### src/rtl/mem_port_arbiter.sv
// -----------------------------------------------------------------------------
// mem_port_arbiter
//
// Shares one single-ported instruction/data memory between the fetch stage and
// the memory stage of the RV32I pipeline. Data accesses always win over
// fetches. Only one access is outstanding at a time. A small down-counter
// tracks the fixed memory read latency. A fetch squashed by a branch or jump
// is allowed to finish in the memory but produces no acknowledge.
//
// Parameters:
//   MEM_LATENCY  cycles from issue to valid mem_rdata (1..4)
//   ADDR_WIDTH   byte address width
//
// Ports:
//   clk, rst                      clock, synchronous active-high reset
//   if_req/if_addr/if_cancel      fetch request, address, squash
//   if_rdata/if_ack/if_stall      fetch data, completion pulse, stall
//   dm_req/dm_we/dm_byte          data request, store select, byte access
//   dm_addr/dm_wdata              data address, store data
//   dm_rdata/dm_ack/dm_stall      load data, completion pulse, stall
//   mem_en/mem_we/mem_byte        memory issue strobe and access type
//   mem_addr/mem_wdata/mem_rdata  memory address, write data, read data
//   perf_if_wait/perf_dm_wait     stall-cycle counters
//
// Optional feature: define ARB_STATS_EN to build the two stall-cycle
// counters. When it is undefined, both perf outputs are constant 0.
// -----------------------------------------------------------------------------
module mem_port_arbiter #(
    parameter int MEM_LATENCY = 1,
    parameter int ADDR_WIDTH  = 32
) (
    input  logic                  clk,
    input  logic                  rst,
    input  logic                  if_req,
    input  logic [ADDR_WIDTH-1:0] if_addr,
    input  logic                  if_cancel,
    output logic [31:0]           if_rdata,
    output logic                  if_ack,
    output logic                  if_stall,
    input  logic                  dm_req,
    input  logic                  dm_we,
    input  logic                  dm_byte,
    input  logic [ADDR_WIDTH-1:0] dm_addr,
    input  logic [31:0]           dm_wdata,
    output logic [31:0]           dm_rdata,
    output logic                  dm_ack,
    output logic                  dm_stall,
    output logic                  mem_en,
    output logic                  mem_we,
    output logic                  mem_byte,
    output logic [ADDR_WIDTH-1:0] mem_addr,
    output logic [31:0]           mem_wdata,
    input  logic [31:0]           mem_rdata,
    output logic [31:0]           perf_if_wait,
    output logic [31:0]           perf_dm_wait
);

    typedef enum logic [2:0] {
        IDLE,
        BUSY_IF,
        BUSY_IF_DROP,
        BUSY_DM,
        BUSY_DM_WR
    } state_t;

    // Counter start value; the last BUSY cycle is the one where it reads 0.
    localparam logic [1:0] LAT_M1 = 2'(MEM_LATENCY - 1);

    state_t     state_q, state_d;
    logic [1:0] cnt_q, cnt_d;
    logic       last_q;

    assign last_q = (cnt_q == 2'd0);

    always_ff @(posedge clk) begin
        if (rst) begin
            state_q <= IDLE;
            cnt_q   <= 2'd0;
        end else begin
            state_q <= state_d;
            cnt_q   <= cnt_d;
        end
    end

    always_comb begin
        state_d   = state_q;
        cnt_d     = cnt_q;
        mem_en    = 1'b0;
        mem_we    = 1'b0;
        mem_byte  = 1'b0;
        mem_addr  = '0;
        mem_wdata = 32'd0;
        if_ack    = 1'b0;
        if_rdata  = 32'd0;
        dm_ack    = 1'b0;
        dm_rdata  = 32'd0;

        case (state_q)
            IDLE: begin
                // Issue is suppressed while reset is held so that every
                // output reads 0 during reset.
                if (!rst) begin
                    if (dm_req) begin
                        mem_en    = 1'b1;
                        mem_we    = dm_we;
                        mem_byte  = dm_byte;
                        mem_addr  = dm_addr;
                        mem_wdata = dm_wdata;
                        cnt_d     = LAT_M1;
                        state_d   = dm_we ? BUSY_DM_WR : BUSY_DM;
                    end else if (if_req && !if_cancel) begin
                        mem_en   = 1'b1;
                        mem_addr = if_addr;
                        cnt_d    = LAT_M1;
                        state_d  = BUSY_IF;
                    end
                end
            end

            BUSY_IF: begin
                if (last_q) begin
                    // A squash arriving in the data cycle still kills the ack.
                    if (!if_cancel && !rst) begin
                        if_ack   = 1'b1;
                        if_rdata = mem_rdata;
                    end
                    state_d = IDLE;
                end else begin
                    cnt_d = cnt_q - 2'd1;
                    if (if_cancel) begin
                        state_d = BUSY_IF_DROP;
                    end
                end
            end

            BUSY_IF_DROP: begin
                // Let the squashed read drain so the memory is free again.
                if (last_q) begin
                    state_d = IDLE;
                end else begin
                    cnt_d = cnt_q - 2'd1;
                end
            end

            BUSY_DM: begin
                if (last_q) begin
                    if (!rst) begin
                        dm_ack   = 1'b1;
                        dm_rdata = mem_rdata;
                    end
                    state_d = IDLE;
                end else begin
                    cnt_d = cnt_q - 2'd1;
                end
            end

            BUSY_DM_WR: begin
                // Stores complete one cycle after issue regardless of latency.
                dm_ack  = !rst;
                state_d = IDLE;
            end

            default: begin
                state_d = IDLE;
            end
        endcase
    end

    assign if_stall = if_req & ~if_ack;
    assign dm_stall = dm_req & ~dm_ack;

`ifdef ARB_STATS_EN
    logic [31:0] perf_if_q, perf_dm_q;

    always_ff @(posedge clk) begin
        if (rst) begin
            perf_if_q <= 32'd0;
            perf_dm_q <= 32'd0;
        end else begin
            if (if_stall) perf_if_q <= perf_if_q + 32'd1;
            if (dm_stall) perf_dm_q <= perf_dm_q + 32'd1;
        end
    end

    assign perf_if_wait = perf_if_q;
    assign perf_dm_wait = perf_dm_q;
`else
    assign perf_if_wait = 32'd0;
    assign perf_dm_wait = 32'd0;
`endif

endmodule

### config.mk
export PLATFORM = sky130hd
export DESIGN_NAME = mem_port_arbiter
export DESIGN_NICKNAME = d
export VERILOG_FILES = /design/src/rtl/mem_port_arbiter.sv
export SDC_FILE = /design/constraint.sdc
export NUM_CORES = 1
export LEC_CHECK = 0
export BUFFER_PORTS_ARGS = -buffer_cell sky130_fd_sc_hd__buf_2
export CORE_AREA = 3 3 130 132
export DETAILED_ROUTE_END_ITERATION = 7
export DIE_AREA = 0 0 133 135
export GPL_ROUTABILITY_DRIVEN = 0
export PLACE_DENSITY = 0.44
export SYNTH_ARGS = -nofsm -noshare
export SYNTH_HDL_FRONTEND = slang
export SYNTH_SLANG_ARGS = --single-unit
### constraint.sdc
create_clock -name clk -period 1.8 [get_ports clk]
set_input_delay 0.09 -clock clk [delete_from_list [all_inputs] [get_ports clk]]
set_output_delay 0.09 -clock clk [all_outputs]
set_load 0.1 [all_outputs]
# Word-level counts from Yosys, hierarchy flattened
# Cells that the tools add are included.
# word_totals
register_bits,5
inputBits,135
output_inout_bits,199
word_cells,66
# classes
add_sub_neg,1
eq_ne,8
mux,40
n_bitwise,4
n_reduce_logical,11
# op_table
cell,count
$mux 32,13
$mux 3,6
$mux 1,15
$pmux 3 s3,1
$eq 3x2->1 const B,2
$mux 2,3
$ne 3x3->1 const B,2
$reduce_and 3->1,2
$pmux 2 s2,1
$eq 3x1->1 const B,1
$eq 3x3->1 const B,1
$logic_not 3->1,1
$reduce_or 3->1,1
$and 1x1->1,2
$logic_and 1x1->1,2
$logic_not 1->1,2
$logic_not 2->1,1
$ne 2x1->1 const B,1
$ne 2x2->1 const B,1
$not 1->1,2
$pmux 1 s2,1
$reduce_bool 2->1,1
$reduce_or 2->1,1
$sub 2x1->2 const B,1

# Depth between registers and ports, before layout
# logic_depth
depth_word,7
depth_mapped,6
ltp_nobuf,5

# Least setup slack after synthesis
# OpenSTA, ideal clock, no wires.
# synth_path
path_kind,flip-flop to output port
start,register state_q[1]
end,output dm_stall
arrival_ns,3.398
path_slack_ns,-1.688
path_stages_with_launch,5
path_cell_list,dfxtp_1 -> buf_2 -> or3b_1 -> a21oi_1 -> nor2b_1
# synth_between
elab_chain_len,4
word_cells_on_any_way,5
# synth_lines
item,line,source
"start, declared",69,"state_t state_q, state_d;"
"start signal, assigned",80,state_q <= state_d;
$eq 3x3->1 or $eq 3x2->1 (tied branches),98,case (state_q)
$pmux 1 s2 *,98,
via dm_ack,46,"output logic dm_ack,"
$not 1->1 *,170,assign dm_stall = dm_req & ~dm_ack;
$and 1x1->1 *,170,
"end, declared",47,"output logic dm_stall,"
# The timed path passes the listed nets; every way through them passes the cells marked *.

# Final worst setup path
# layout_path
start,register state_q[0]
end,output mem_addr[1]
# layout_between
elab_chain_len,2
# layout_lines
item,line,source
$logic_not 3->1,98,
$mux 32,98,
"end, declared",51,"output logic [ADDR_WIDTH-1:0] mem_addr,"
# No other way between the ends.

==> key figures <==
Timing
  – Fin Setup TNS: -0.431 ns
  – Period utilization: 103%
  – RSZ-0062 raised after global routing: true
  – Max frequency: ~0.54 GHz
  – Tmin final: 1.85 ns
  – Setup ws final: -0.0470 ns
  – Max-slew violation count: 0
  – Final setup viols: 32
  – Endpoints failing hold: 0
  – Hold_ws: around 0.14 ns
  – Layout Skew: around 0.0034 ns

Synthesis
  – Seq/Total Area, Yosys: about 4.8%
  – Ys flop type: dfxtp_1
  – Synthesized area per cell: just under 7 µm²
  – Synth area leaders: buf_4 23%, and2_1 19%, a22oi_1 11%
  – Share of the synthesized area in the top cell type: approximately 23%
  – Yosys warns: 0
  – Post-synth ARST share: 0%
  – Yosys cell types: 34
  – Synthesized area: ~2100 µm²
  – Area leader, netlist: buf_4
  – Cells after Synth: between 300 and 400
  – Number of synthesized flops with an enable pin: 0
  – Flops & latches, synth: 5

Die
  – Core Box Area: around 16000 µm²
  – Initial core utilization: between 10% and 20%
  – Die H: 135 µm
  – Die area: 18000 µm²
  – # IOs: about 330
  – Row cnt: 46
  – Die width: around 130 µm

Placement
  – Dpl cell area: approximately 5700 µm²
  – Post-DP HPWL: 9190 µm
  – I/O Buffers: roughly 270

Hold path
  – Beginning of the worst hold path: dm_we
  – Worst Hold Path EP: state_q[2]
  – Min-delay worst type: input port to register
  – WHS Path Cells: 2

Run status
  – Run status: finished, violations left
  – Failing checks: negative setup slack

Detailed routing
  – Detailed-route via count: approximately 3000
  – DR WL/cell: 14.7 µm
  – WL met1: 4240 µm
  – Highest routed layer: met4
  – Met3 wire len: about 1100 µm
  – Initial DRC Count: 108
  – DRT antenna net count: 0
  – DRC viols: 0
  – Drt first pass iters: 4
  – DR vias/cell: approximately 3.8
  – Total Wirelength: about 12000 µm
  – Met2 WL: approximately 6400 µm

Global route
  – First-pass GRT wire length: ~17000 µm
  – Initial antenna violation count: 0
  – GR Util All Layers: between 10% and 20%
  – Vias in the first global route: ~2900
  – Largest net degree at the start of global routing: 54
  – Grt ovf: 0

Critical path
  – Reg-to-reg slack, setup: between 0.2 and 0.3 ns
  – Critical Path RT: 1.71 ns
  – RR Endpoint: state_q[1]
  – Arrival @ worst endpoint: 1.76 ns
  – CP Class: register to output pin
  – Reg2Reg Depth: 6
  – RR Startpoint: cnt_q[0]
  – CP startpoint kind: register
  – Critical path peak fanout: 8
  – Crit. End Element: output pin

Clocking
  – CTS H-tree depth: 1
  – TritonCTS buffer count: 3
  – Clock sinks: 5
  – CTS tree: built
  – Clk root buf: clkbuf_16
  – Clock Tree Buf Depth: 2
  – Clock-pin slew on the worst setup and hold paths: 0.03 ns
  – Worst-skew pair later-pin latency: roughly 0.23 ns

Finish
  – Fillers: about 1600
  – Antenna fix cells: 0
  – Final core occ: about two fifths
  – Design area: roughly 6300 µm²
  – # nets final: 720
  – Share of cells above drive strength 1: 77.3%
  – Area grow syn2layout: 197%

Flow run
  – Count of max-cap constraint violations: 0

Power and ir drop
  – Lkg Pwr: ~2.8 nW
  – Clock network power share: 11.7%
  – Comb pwr share: a little over four fifths
  – Internal Power: roughly 0.0012 W
  – Worst IR Drop VDD: between 0.0002 and 0.0003 V
  – P_sw: slightly below 0.002 W
  – PD cells: 502 nW/µm²
  – Fraction of power consumed by sequential logic: roughly 3.9%
  – Overall Power: 0.00314 W
  – Switching portion of total power: between 60 and 70%
==> layout by cell type (no fill, tap or decap), types with 2 or more instances in the layout <==
cell,n
and2_2,27
and2_4,36
and3_4,4
nor4_1,3
nor2b_2,2
buf_6,6
clkbuf_16,3
buf_12,142
nor3_1,3
buf_2,134
nor2_4,33
a22oi_1,32
and3_1,3
conb_1,64
inv_1,2
nor2b_1,2
dfxtp_2,5
nor2_1,3
buf_4,11
o31a_1,2
nand2_1,5
buf_8,3
and3_2,28
buf_16,2
nor4_4,2
==> power by group through the flow <==
stage               sequential (W)  combinational [W]  clock [W]
finish                    0.000124            0.00265   0.000367
global route              0.000125            0.00274   0.000382
CTS                       0.000123            0.00269   0.000371
detailed placement        0.000123            0.00248          0
global placement          0.000123            0.00247          0
floorplan                 0.000121            0.00183          0
==> cells by family after synthesis <==
| family | after synthesis | synth area share [%] |
|---|---|---|
| flops | 5 | 4.75 |
| fa+ha+maj | 2 | 1.19 |
| buf+inv | 95 | 30.0 |
| other cells | 1 | 0.178 |
| compound gates | 40 | 14.3 |
| simple gates | 165 | 49.5 |
==> layer usage <==
metal	global-route usage, %	up-vias
met5	0	-
met4	0.866	0
met3	3.61	2
met2	22.4	185
met1	13.7	1401
li1	-	1461
==> metrics by stage <==
step                      instances  worst slack [ns]
final                           798           -0.0470
after global placement          777             0.131
after floorplan                 371            -0.353
after global routing            798            -0.101
after CTS                       797           -0.0875
after detailed placement        777             0.101
==> worst max-delay path by stage <==
stage / from / endpoint / slack [ns] / depth (start not counted)
floorplan: state_q[0] / mem_addr[11] / -0.35 / 6
global route: cnt_q[1] / if_rdata[13] / -0.10 / 8
CTS: state_q[1] / mem_addr[23] / -0.09 / 5
global placement: state_q[1] / mem_addr[11] / 0.13 / 5
finish: state_q[0] / mem_addr[1] / -0.05 / 5
detailed placement: state_q[1] / mem_addr[1] / 0.10 / 5
==> synth_stat cells, drive strengths merged, types with 4 or more instances <==
master / number
buf: 75
and2: 64
nor2: 37
and3: 35
a22oi: 32
clkbuf: 16
dfxtp: 5
nand2: 5
nor4: 5
inv: 4
nor2b: 4
nor3: 4
==> flip-flops by register name (all words and copies together), names as in the netlist <==
register and count:
state_q 3, cnt_q 2
==> critical path, stage by stage (launching register included) <==
cell	delay, ns
dfxtp_2	0.32
or2_4	0.23
or3_4	0.46
buf_8	0.20
nor2_4	0.13
buf_12	0.18
==> cell type report <==
class | instances | area (µm²) | share of cell area, %
tap | 216 | 270 | 4.32
timing repair buffer | 298 | 3760 | 60.1
sequential | 5 | 106 | 1.70
multi-input combinational | 271 | 2030 | 32.3
clock buffer | 4 | 78.8 | 1.26
inverter | 4 | 17.5 | 0.280
==> repair_timing <==
| item | in CTS | in global routing |
|---|---|---|
| buffers inserted | 10 | 4 |
| gates cloned | 6 | 1 |
| hold buffers | 0 | 0 |
| resized for setup | 51 | 48 |
| endpoints found under the setup margin | 96 | 128 |
| pin swaps | 22 | 49 |
Note: power is estimated with default switching activity, not from simulation.
